<file path="src/rtl/hpdl1414_write_scheduler_pkg.sv">
// Shared types and constants for the HPDL-1414 write scheduler.
// Used by the scheduler top, its round-robin picker and the bus interface.
package hpdl_pkg;

    typedef enum logic [1:0] {
        IDLE,
        SETUP,
        PULSE,
        HOLD
    } state_e;

    localparam logic [6:0] CHAR_SPACE  = 7'h20;
    localparam int         NUM_DIGITS  = 16;
    localparam int         DIGIT_IDX_W = 4;
    localparam int         CNT_W       = 8;

endpackage

</file>
<file path="src/rtl/hpdl1414_write_scheduler_if.sv">
// Host write port plus HPDL pad bus, shared by the command decoder and the scheduler.
interface hpdl1414_write_scheduler_if;
    import hpdl_pkg::*;

    logic                   WR_EN_i;
    logic [DIGIT_IDX_W-1:0] WR_ADDR_i;
    logic [6:0]             WR_DATA_i;
    logic                   CLR_i;
    logic                   BUSY_o;
    logic [6:0]             HPDL_D_o;
    logic [1:0]             HPDL_A_o;
    logic [3:0]             HPDL_WR_N_o;

    modport master (
        output WR_EN_i, WR_ADDR_i, WR_DATA_i, CLR_i,
        input  BUSY_o, HPDL_D_o, HPDL_A_o, HPDL_WR_N_o
    );

    modport slave (
        input  WR_EN_i, WR_ADDR_i, WR_DATA_i, CLR_i,
        output BUSY_o, HPDL_D_o, HPDL_A_o, HPDL_WR_N_o
    );

endinterface

</file>
<file path="src/rtl/hpdl1414_write_scheduler_rr_pick.sv">
// Combinational round-robin finder: first set dirty bit at or after ptr, wrapping 15->0.
module hpdl_rr_pick
    import hpdl_pkg::*;
(
    input  logic [NUM_DIGITS-1:0]  dirty,
    input  logic [DIGIT_IDX_W-1:0] ptr,
    output logic [DIGIT_IDX_W-1:0] idx,
    output logic                   valid
);

    always_comb begin
        logic [DIGIT_IDX_W-1:0] cand;
        valid = |dirty;
        idx   = ptr;
        cand  = ptr;
        // Scan from the farthest offset down so the nearest dirty entry wins.
        for (int i = NUM_DIGITS - 1; i >= 0; i--) begin
            cand = ptr + DIGIT_IDX_W'(i);
            if (dirty[cand]) begin
                idx = cand;
            end
        end
    end

endmodule

</file>
<file path="src/rtl/hpdl1414_write_scheduler.sv">
// Shadow character buffer with dirty bits and a timed write-cycle sequencer
// driving four chained HPDL-1414 displays over a shared data/address bus.
module hpdl1414_write_scheduler
    import hpdl_pkg::*;
#(
    parameter int SETUP_CYC = 2,
    parameter int PULSE_CYC = 3,
    parameter int HOLD_CYC  = 1
) (
    input  logic                       CLK_i,
    input  logic                       RST_i,
    hpdl1414_write_scheduler_if.slave  bus
);

    localparam logic [CNT_W-1:0] SETUP_LAST = CNT_W'(SETUP_CYC - 1);
    localparam logic [CNT_W-1:0] PULSE_LAST = CNT_W'(PULSE_CYC - 1);
    localparam logic [CNT_W-1:0] HOLD_LAST  = CNT_W'(HOLD_CYC - 1);

    state_e                 state_q, state_d;
    logic [CNT_W-1:0]       cnt_q, cnt_d;
    logic [6:0]             char_buf [NUM_DIGITS];
    logic [NUM_DIGITS-1:0]  dirty_q, dirty_d;
    logic [DIGIT_IDX_W-1:0] ptr_q, cur_q, pick_idx;
    logic                   pick_valid, take, done;
    logic                   rewritten_q, rewritten_d;
    logic [6:0]             data_q;
    logic [1:0]             addr_q;
    logic [3:0]             wr_n_q, wr_n_d;
    logic                   busy_q;

    hpdl_rr_pick u_pick (
        .dirty (dirty_q),
        .ptr   (ptr_q),
        .idx   (pick_idx),
        .valid (pick_valid)
    );

    // NOTE: every signal driven here gets a default first, so no path leaves it unassigned and no latch is inferred.
    always_comb begin
        state_d = state_q;
        cnt_d   = cnt_q;
        take    = 1'b0;
        done    = 1'b0;
        case (state_q)
            IDLE: begin
                if (pick_valid) begin
                    state_d = SETUP;
                    cnt_d   = '0;
                    take    = 1'b1;
                end
            end
            SETUP: begin
                if (cnt_q == SETUP_LAST) begin
                    state_d = PULSE;
                    cnt_d   = '0;
                end else begin
                    cnt_d = cnt_q + CNT_W'(1);
                end
            end
            PULSE: begin
                if (cnt_q == PULSE_LAST) begin
                    state_d = HOLD;
                    cnt_d   = '0;
                end else begin
                    cnt_d = cnt_q + CNT_W'(1);
                end
            end
            HOLD: begin
                if (cnt_q == HOLD_LAST) begin
                    state_d = IDLE;
                    cnt_d   = '0;
                    done    = 1'b1;
                end else begin
                    cnt_d = cnt_q + CNT_W'(1);
                end
            end
            default: state_d = IDLE;
        endcase
    end

    // Host updates are applied after the completion clear so a write landing on the
    // exit edge keeps its entry dirty.
    always_comb begin
        dirty_d = dirty_q;
        if (done && !rewritten_q) begin
            dirty_d[cur_q] = 1'b0;
        end
        if (bus.CLR_i) begin
            dirty_d = '1;
        end else if (bus.WR_EN_i) begin
            dirty_d[bus.WR_ADDR_i] = 1'b1;
        end

        rewritten_d = rewritten_q;
        if (take) begin
            rewritten_d = bus.CLR_i || (bus.WR_EN_i && (bus.WR_ADDR_i == pick_idx));
        end else if ((state_q != IDLE) &&
                     (bus.CLR_i || (bus.WR_EN_i && (bus.WR_ADDR_i == cur_q)))) begin
            rewritten_d = 1'b1;
        end

        wr_n_d = '1;
        if (state_d == PULSE) begin
            wr_n_d[cur_q[3:2]] = 1'b0;
        end
    end

    always_ff @(posedge CLK_i) begin
        if (RST_i) begin
            state_q     <= IDLE;
            cnt_q       <= '0;
            dirty_q     <= '1;
            ptr_q       <= '0;
            cur_q       <= '0;
            data_q      <= '0;
            addr_q      <= '0;
            wr_n_q      <= '1;
            busy_q      <= 1'b1;
            rewritten_q <= 1'b0;
            // NOTE: the buffer is reset on purpose: reset must leave every digit queued as a space so the panel blanks.
            for (int i = 0; i < NUM_DIGITS; i++) begin
                char_buf[i] <= CHAR_SPACE;
            end
        end else begin
            state_q     <= state_d;
            cnt_q       <= cnt_d;
            dirty_q     <= dirty_d;
            rewritten_q <= rewritten_d;
            wr_n_q      <= wr_n_d;
            busy_q      <= (|dirty_d) || (state_d != IDLE);
            if (take) begin
                cur_q  <= pick_idx;
                data_q <= char_buf[pick_idx];
                addr_q <= pick_idx[1:0];
            end
            if (done) begin
                ptr_q <= cur_q + DIGIT_IDX_W'(1);
            end
            if (bus.CLR_i) begin
                for (int i = 0; i < NUM_DIGITS; i++) begin
                    char_buf[i] <= CHAR_SPACE;
                end
            end else if (bus.WR_EN_i) begin
                char_buf[bus.WR_ADDR_i] <= bus.WR_DATA_i;
            end
        end
    end

    assign bus.BUSY_o      = busy_q;
    assign bus.HPDL_D_o    = data_q;
    assign bus.HPDL_A_o    = addr_q;
    assign bus.HPDL_WR_N_o = wr_n_q;

endmodule

</file>
<file path="src/flat_wrapper.sv">
// flat-port wrapper written by rule: the top's interface ports become plain ports
module hpdl1414_write_scheduler_flat import hpdl_pkg::*;
#(
    parameter int SETUP_CYC = 2,
    parameter int PULSE_CYC = 3,
    parameter int HOLD_CYC  = 1
)
  (CLK_i, RST_i, bus_WR_EN_i, bus_WR_ADDR_i, bus_WR_DATA_i, bus_CLR_i, bus_BUSY_o, bus_HPDL_D_o, bus_HPDL_A_o, bus_HPDL_WR_N_o);
  hpdl1414_write_scheduler_if bus_i ();
  input  logic CLK_i;
  input  logic RST_i;
  input wire logic [$bits(bus_i.WR_EN_i)-1:0] bus_WR_EN_i;
  input wire logic [$bits(bus_i.WR_ADDR_i)-1:0] bus_WR_ADDR_i;
  input wire logic [$bits(bus_i.WR_DATA_i)-1:0] bus_WR_DATA_i;
  input wire logic [$bits(bus_i.CLR_i)-1:0] bus_CLR_i;
  output wire logic [$bits(bus_i.BUSY_o)-1:0] bus_BUSY_o;
  output wire logic [$bits(bus_i.HPDL_D_o)-1:0] bus_HPDL_D_o;
  output wire logic [$bits(bus_i.HPDL_A_o)-1:0] bus_HPDL_A_o;
  output wire logic [$bits(bus_i.HPDL_WR_N_o)-1:0] bus_HPDL_WR_N_o;
  assign bus_i.WR_EN_i = bus_WR_EN_i;
  assign bus_i.WR_ADDR_i = bus_WR_ADDR_i;
  assign bus_i.WR_DATA_i = bus_WR_DATA_i;
  assign bus_i.CLR_i = bus_CLR_i;
  assign bus_BUSY_o = bus_i.BUSY_o;
  assign bus_HPDL_D_o = bus_i.HPDL_D_o;
  assign bus_HPDL_A_o = bus_i.HPDL_A_o;
  assign bus_HPDL_WR_N_o = bus_i.HPDL_WR_N_o;
  hpdl1414_write_scheduler #(.SETUP_CYC(SETUP_CYC), .PULSE_CYC(PULSE_CYC), .HOLD_CYC(HOLD_CYC)) u_core (.CLK_i(CLK_i), .RST_i(RST_i), .bus(bus_i));
endmodule
</file>
<file path="config.mk">
export PLATFORM = sky130hd
export DESIGN_NAME = hpdl1414_write_scheduler_flat
export DESIGN_NICKNAME = d
export VERILOG_FILES = /design/src/rtl/hpdl1414_write_scheduler_pkg.sv /design/src/rtl/hpdl1414_write_scheduler_if.sv /design/src/rtl/hpdl1414_write_scheduler_rr_pick.sv /design/src/rtl/hpdl1414_write_scheduler.sv /design/src/flat_wrapper.sv
export SDC_FILE = /design/constraint.sdc
export NUM_CORES = 1
export LEC_CHECK = 0
export CAP_MARGIN = 5
export CORE_ASPECT_RATIO = 2
export CORE_MARGIN = 2
export CORE_UTILIZATION = 50
export DETAILED_ROUTE_END_ITERATION = 8
export PLACE_DENSITY = 0.7
export SLEW_MARGIN = 15
export SYNTH_ARGS = -nofsm -noshare
export SYNTH_HDL_FRONTEND = slang
export SYNTH_SLANG_ARGS = --single-unit
</file>
<file path="constraint.sdc">
create_clock -name CLK_i -period 12.4 [get_ports CLK_i]
set_input_delay 2.48 -clock CLK_i [delete_from_list [all_inputs] [get_ports CLK_i]]
set_output_delay 2.48 -clock CLK_i [all_outputs]
set_load 0.05 [all_outputs]
</file>
==> results.py <==
metrics = {
    "logic_synthesis": {
        "synth_most_common_cell": "edfxtp_1",
        "synth_top_cell_area_share": 0.3208,
        "ys_top_cells_by_area": "edfxtp_1, mux4_2, dfxtp_1",
        "syn_inst": 999,
        "synth_area_per_cell_sq_um": 10.49,
        "synth_warnings": 0,
        "synth_top_cell_by_area": "edfxtp_1",
        "yosys.cell_types.count": 79,
        "synth-seq-area-share": 0.4106,
        "synth_area_sq_um": 10480,
        "synthTopCellsByCount": "edfxtp_1, and2_1, nand2_1",
        "syn-num-nets": 1029,
        "synthArstFlopShare": 0,
        "synth-main-ff-cell": "edfxtp_1",
        "synth_edf_count": 112,
        "ys_ff_latch": 159,
    },
    "detailed_routing": {
        "dr.pass1.iters": 8,
        "routed_wl_mm": 27.85,
        "drc_errors": 0,
        "ant_nets": 0,
        "first_iter_violations": 907,
        "routedWlPerCell_um": 21.93,
        "drt-vias-per-instance": 6.453,
        "dr_total_vias": 8195,
    },
    "final_layout": {
        "layout-drive-gt1-share": 0.1429,
        "layout.nets": 1018,
        "diodes": 0,
        "final_cells": 1270,
        "syn2layout_area_growth_pct": 9.656,
    },
    "floorplanning": {
        "start_util": 0.5055,
        "die_height_um": 208.8,
        "die-area_sq_um": 22210,
        "core_area_sq_um": 20740,
        "die_w_um": 106.4,
        "num_rows": 75,
        "ioPinCount": 29,
    },
    "critical_path": {
        "slowest_stage": "xnor2_4",
        "crit_fanout": 22,
        "cp_cell_sequence": "inv_2 > ha_1 > a21boi_2 > xor2_2 > mux4_2 > a21o_1 > a21oi_4 > a21oi_4 > xnor2_4 > mux4_1 > a221oi_1 > a211oi_1",
        "required_ns": 12.69,
        "critical_path_class": "flip-flop to flip-flop",
        "cpMostUsedCell": "a21oi_4",
        "crit_path_start_kind": "flip-flop",
        "crit_path_end_kind": "flip-flop",
        "cp_top_family": "compound AO/OA/AOI/OAI gates",
        "cp.arrival_ns": 6.16,
        "cpPeakStageDelay_ns": 0.86,
        "worst-path-buf-inv": 1,
    },
    "global_routing": {
        "grtUsageTotal": 0.2602,
        "grt_pass1_vias": 7966,
        "grt_max_degree": 62,
        "grt_overflow": 0,
        "grt_pass1_wl_mm": 44.81,
        "antenna_found_initial": 0,
    },
    "placement": {
        "hpwl_mm": 19.55,
        "io_buffers": 28,
        "place_congestion": 0.9610,
        "dpl.cell_count": 1238,
    },
    "cts": {
        "cts_sinks": 159,
        "postCtsHoldBufs": 0,
        "clockRootBuffer": "clkbuf_16",
        "cts.path.max_buffers": 2,
        "cts_setup_buffers": 0,
        "insertion_delay_ns": 0.43,
        "numCtsBuffers": 17,
        "ctsHtreeMaxLevel": 4,
        "cts_tree": "done",
        "cts_resized": 0,
        "cts.clk_slew.worst_paths_ns": 0.08,
    },
    "job": {
        "maxCapViolCount": 0,
    },
    "timing": {
        "relSlewSlack": 0.1920,
        "setup_viol": 0,
        "min_period_ns": 5.868,
        "tns_ns": 0,
        "holdWs_ns": 0.5185,
        "worst_slew_pin_slew_ns": 1.212,
        "skew_ns": 0.01350,
        "fmax_mhz": 170.4,
        "timing.final.crit_share": 0.4732,
        "slew_viol_final": 0,
        "grt_setup_unrepaired": "no",
        "hold_violations": 0,
    },
    "power": {
        "power_frac_clock": 0.403,
        "p_switching_w": 0.0003690,
        "cellPowerDensity_nw_per_um2": 114.6,
        "p_seq_frac": 0.466,
        "totalPowerFinal_w": 0.001317,
        "p_int_w": 0.0009480,
        "irDropWorstVdd_uv": 145.4,
        "switching_share": 0.2802,
        "p_comb_frac": 0.130,
        "p_leak_nw": 3.964,
    },
    "worst_hold_path": {
        "hold_path.class": "flip-flop to flip-flop",
    },
    "outcome": {
        "status": "completed",
    },
}
final timing paths:
| path | startpoint | to | slack [ns] | depth (start not counted) |
|---|---|---|---|---|
| worst max-delay path | u_core.ptr_q[2] | u_core.bus.HPDL_D_o[0] | 6.53 | 12 |
| worst min-delay path | u_core.bus.HPDL_D_o[0] | u_core.bus.HPDL_D_o[0] | 0.52 | 2 |
| worst max register to register | u_core.ptr_q[2] | u_core.bus.HPDL_D_o[0] | 6.53 | 12 |
| worst min register to register | u_core.bus.HPDL_D_o[0] | u_core.bus.HPDL_D_o[0] | 0.52 | 2 |
metrics by stage:
| stage | util | setup slack, ns | instance area [sq um] |
|---|---|---|---|
| 2_1_floorplan | - | 7.450 | 10480 |
| 6_report | 0.5543 | 6.532 | 11490 |
| 3_5_place_dp | 0.5249 | 6.662 | 10890 |
| 5_1_grt | 0.5543 | 6.242 | 11490 |
| 3_3_place_gp | 0.5249 | 6.871 | 10890 |
| 4_1_cts | 0.5538 | 6.513 | 11490 |
metal layers:
metal  part of all wire  wire (um)  GRT usage  vias to the layer above
met4              0.037       1028     0.1130                        0
met2               0.49      13730     0.4215                      394
met5                  0          0          0                        -
met1               0.40      11230     0.3455                     4002
li1                   -          -          -                     3716
met3              0.067       1852    0.03993                       83
state kept, by name, summed over array words and instances (netlist names):
| register | cells |
|---|---|
| u_core.char_buf | 112 |
| u_core.dirty_q | 16 |
| u_core.cnt_q | 8 |
| u_core.bus.HPDL_D_o | 7 |
| u_core.bus.HPDL_WR_N_o | 4 |
| u_core.ptr_q | 4 |
| u_core.cur_q | 3 |
| u_core.state_q | 2 |
| u_core.bus.BUSY_o | 1 |
| u_core.bus.HPDL_A_o | 1 |
| u_core.rewritten_q | 1 |
cell type report:
type | instances | area [sq um]
Fill cell | 1768 | 9244
Multi-Input combinational cell | 747 | 5767
Sequential cell | 159 | 4305
Timing Repair Buffer | 48 | 430.4
Clock buffer | 17 | 425.4
Tap cell | 269 | 336.6
Clock inverter | 15 | 173.9
Inverter | 15 | 56.30
power by group through the flow:
| stage | Sequential (W) | Combinational [W] | Clock, W |
|---|---|---|---|
| 2_1_floorplan | 0.000627 | 0.000115 | 0 |
| 3_3_place_gp | 0.000625 | 0.000166 | 0 |
| 3_5_place_dp | 0.000625 | 0.000170 | 0 |
| 4_1_cts | 0.000614 | 0.000171 | 0.000534 |
| 5_1_grt | 0.000616 | 0.000186 | 0.000554 |
| 6_report | 0.000614 | 0.000172 | 0.000531 |
worst reg2reg max path, stage by stage (launching register included):
cell	delay (ns)
dfxtp_1	0.83
inv_2	0.29
ha_1	0.35
a21boi_2	0.21
xor2_2	0.42
mux4_2	0.67
a21o_1	0.23
a21oi_4	0.43
a21oi_4	0.15
xnor2_4	0.86
mux4_1	0.73
a221oi_1	0.42
a211oi_1	0.13
layout by cell type (no fill, tap or decap), types with 16 or more instances in the layout:
| cell type | instances |
|---|---|
| clkdlybuf4s50_1 | 28 |
| nand2_1 | 102 |
| buf_4 | 20 |
| clkbuf_16 | 17 |
| a21oi_1 | 25 |
| a22oi_1 | 21 |
| mux2i_1 | 33 |
| mux2_2 | 16 |
| nor2_1 | 83 |
| dfxtp_1 | 46 |
| o21ai_0 | 46 |
| nand2b_1 | 31 |
| a221oi_1 | 37 |
| edfxtp_1 | 112 |
| mux4_2 | 49 |
| and2_1 | 102 |
| nand3_1 | 17 |
cell families (layout without fill, tap and decap cells):
| logic type | count (synthesis) | count (layout) | share of synthesized area |
|---|---|---|---|
| mux | 109 | 109 | 0.1771 |
| fa+ha+maj | 15 | 15 | 0.01790 |
| simple gates | 403 | 403 | 0.1949 |
| flops | 159 | 159 | 0.4106 |
| buf+inv | 93 | 95 | 0.04118 |
| compound gates | 197 | 197 | 0.1352 |
| xor+xnor | 23 | 23 | 0.02304 |
Power figures use the tool's default switching activity.
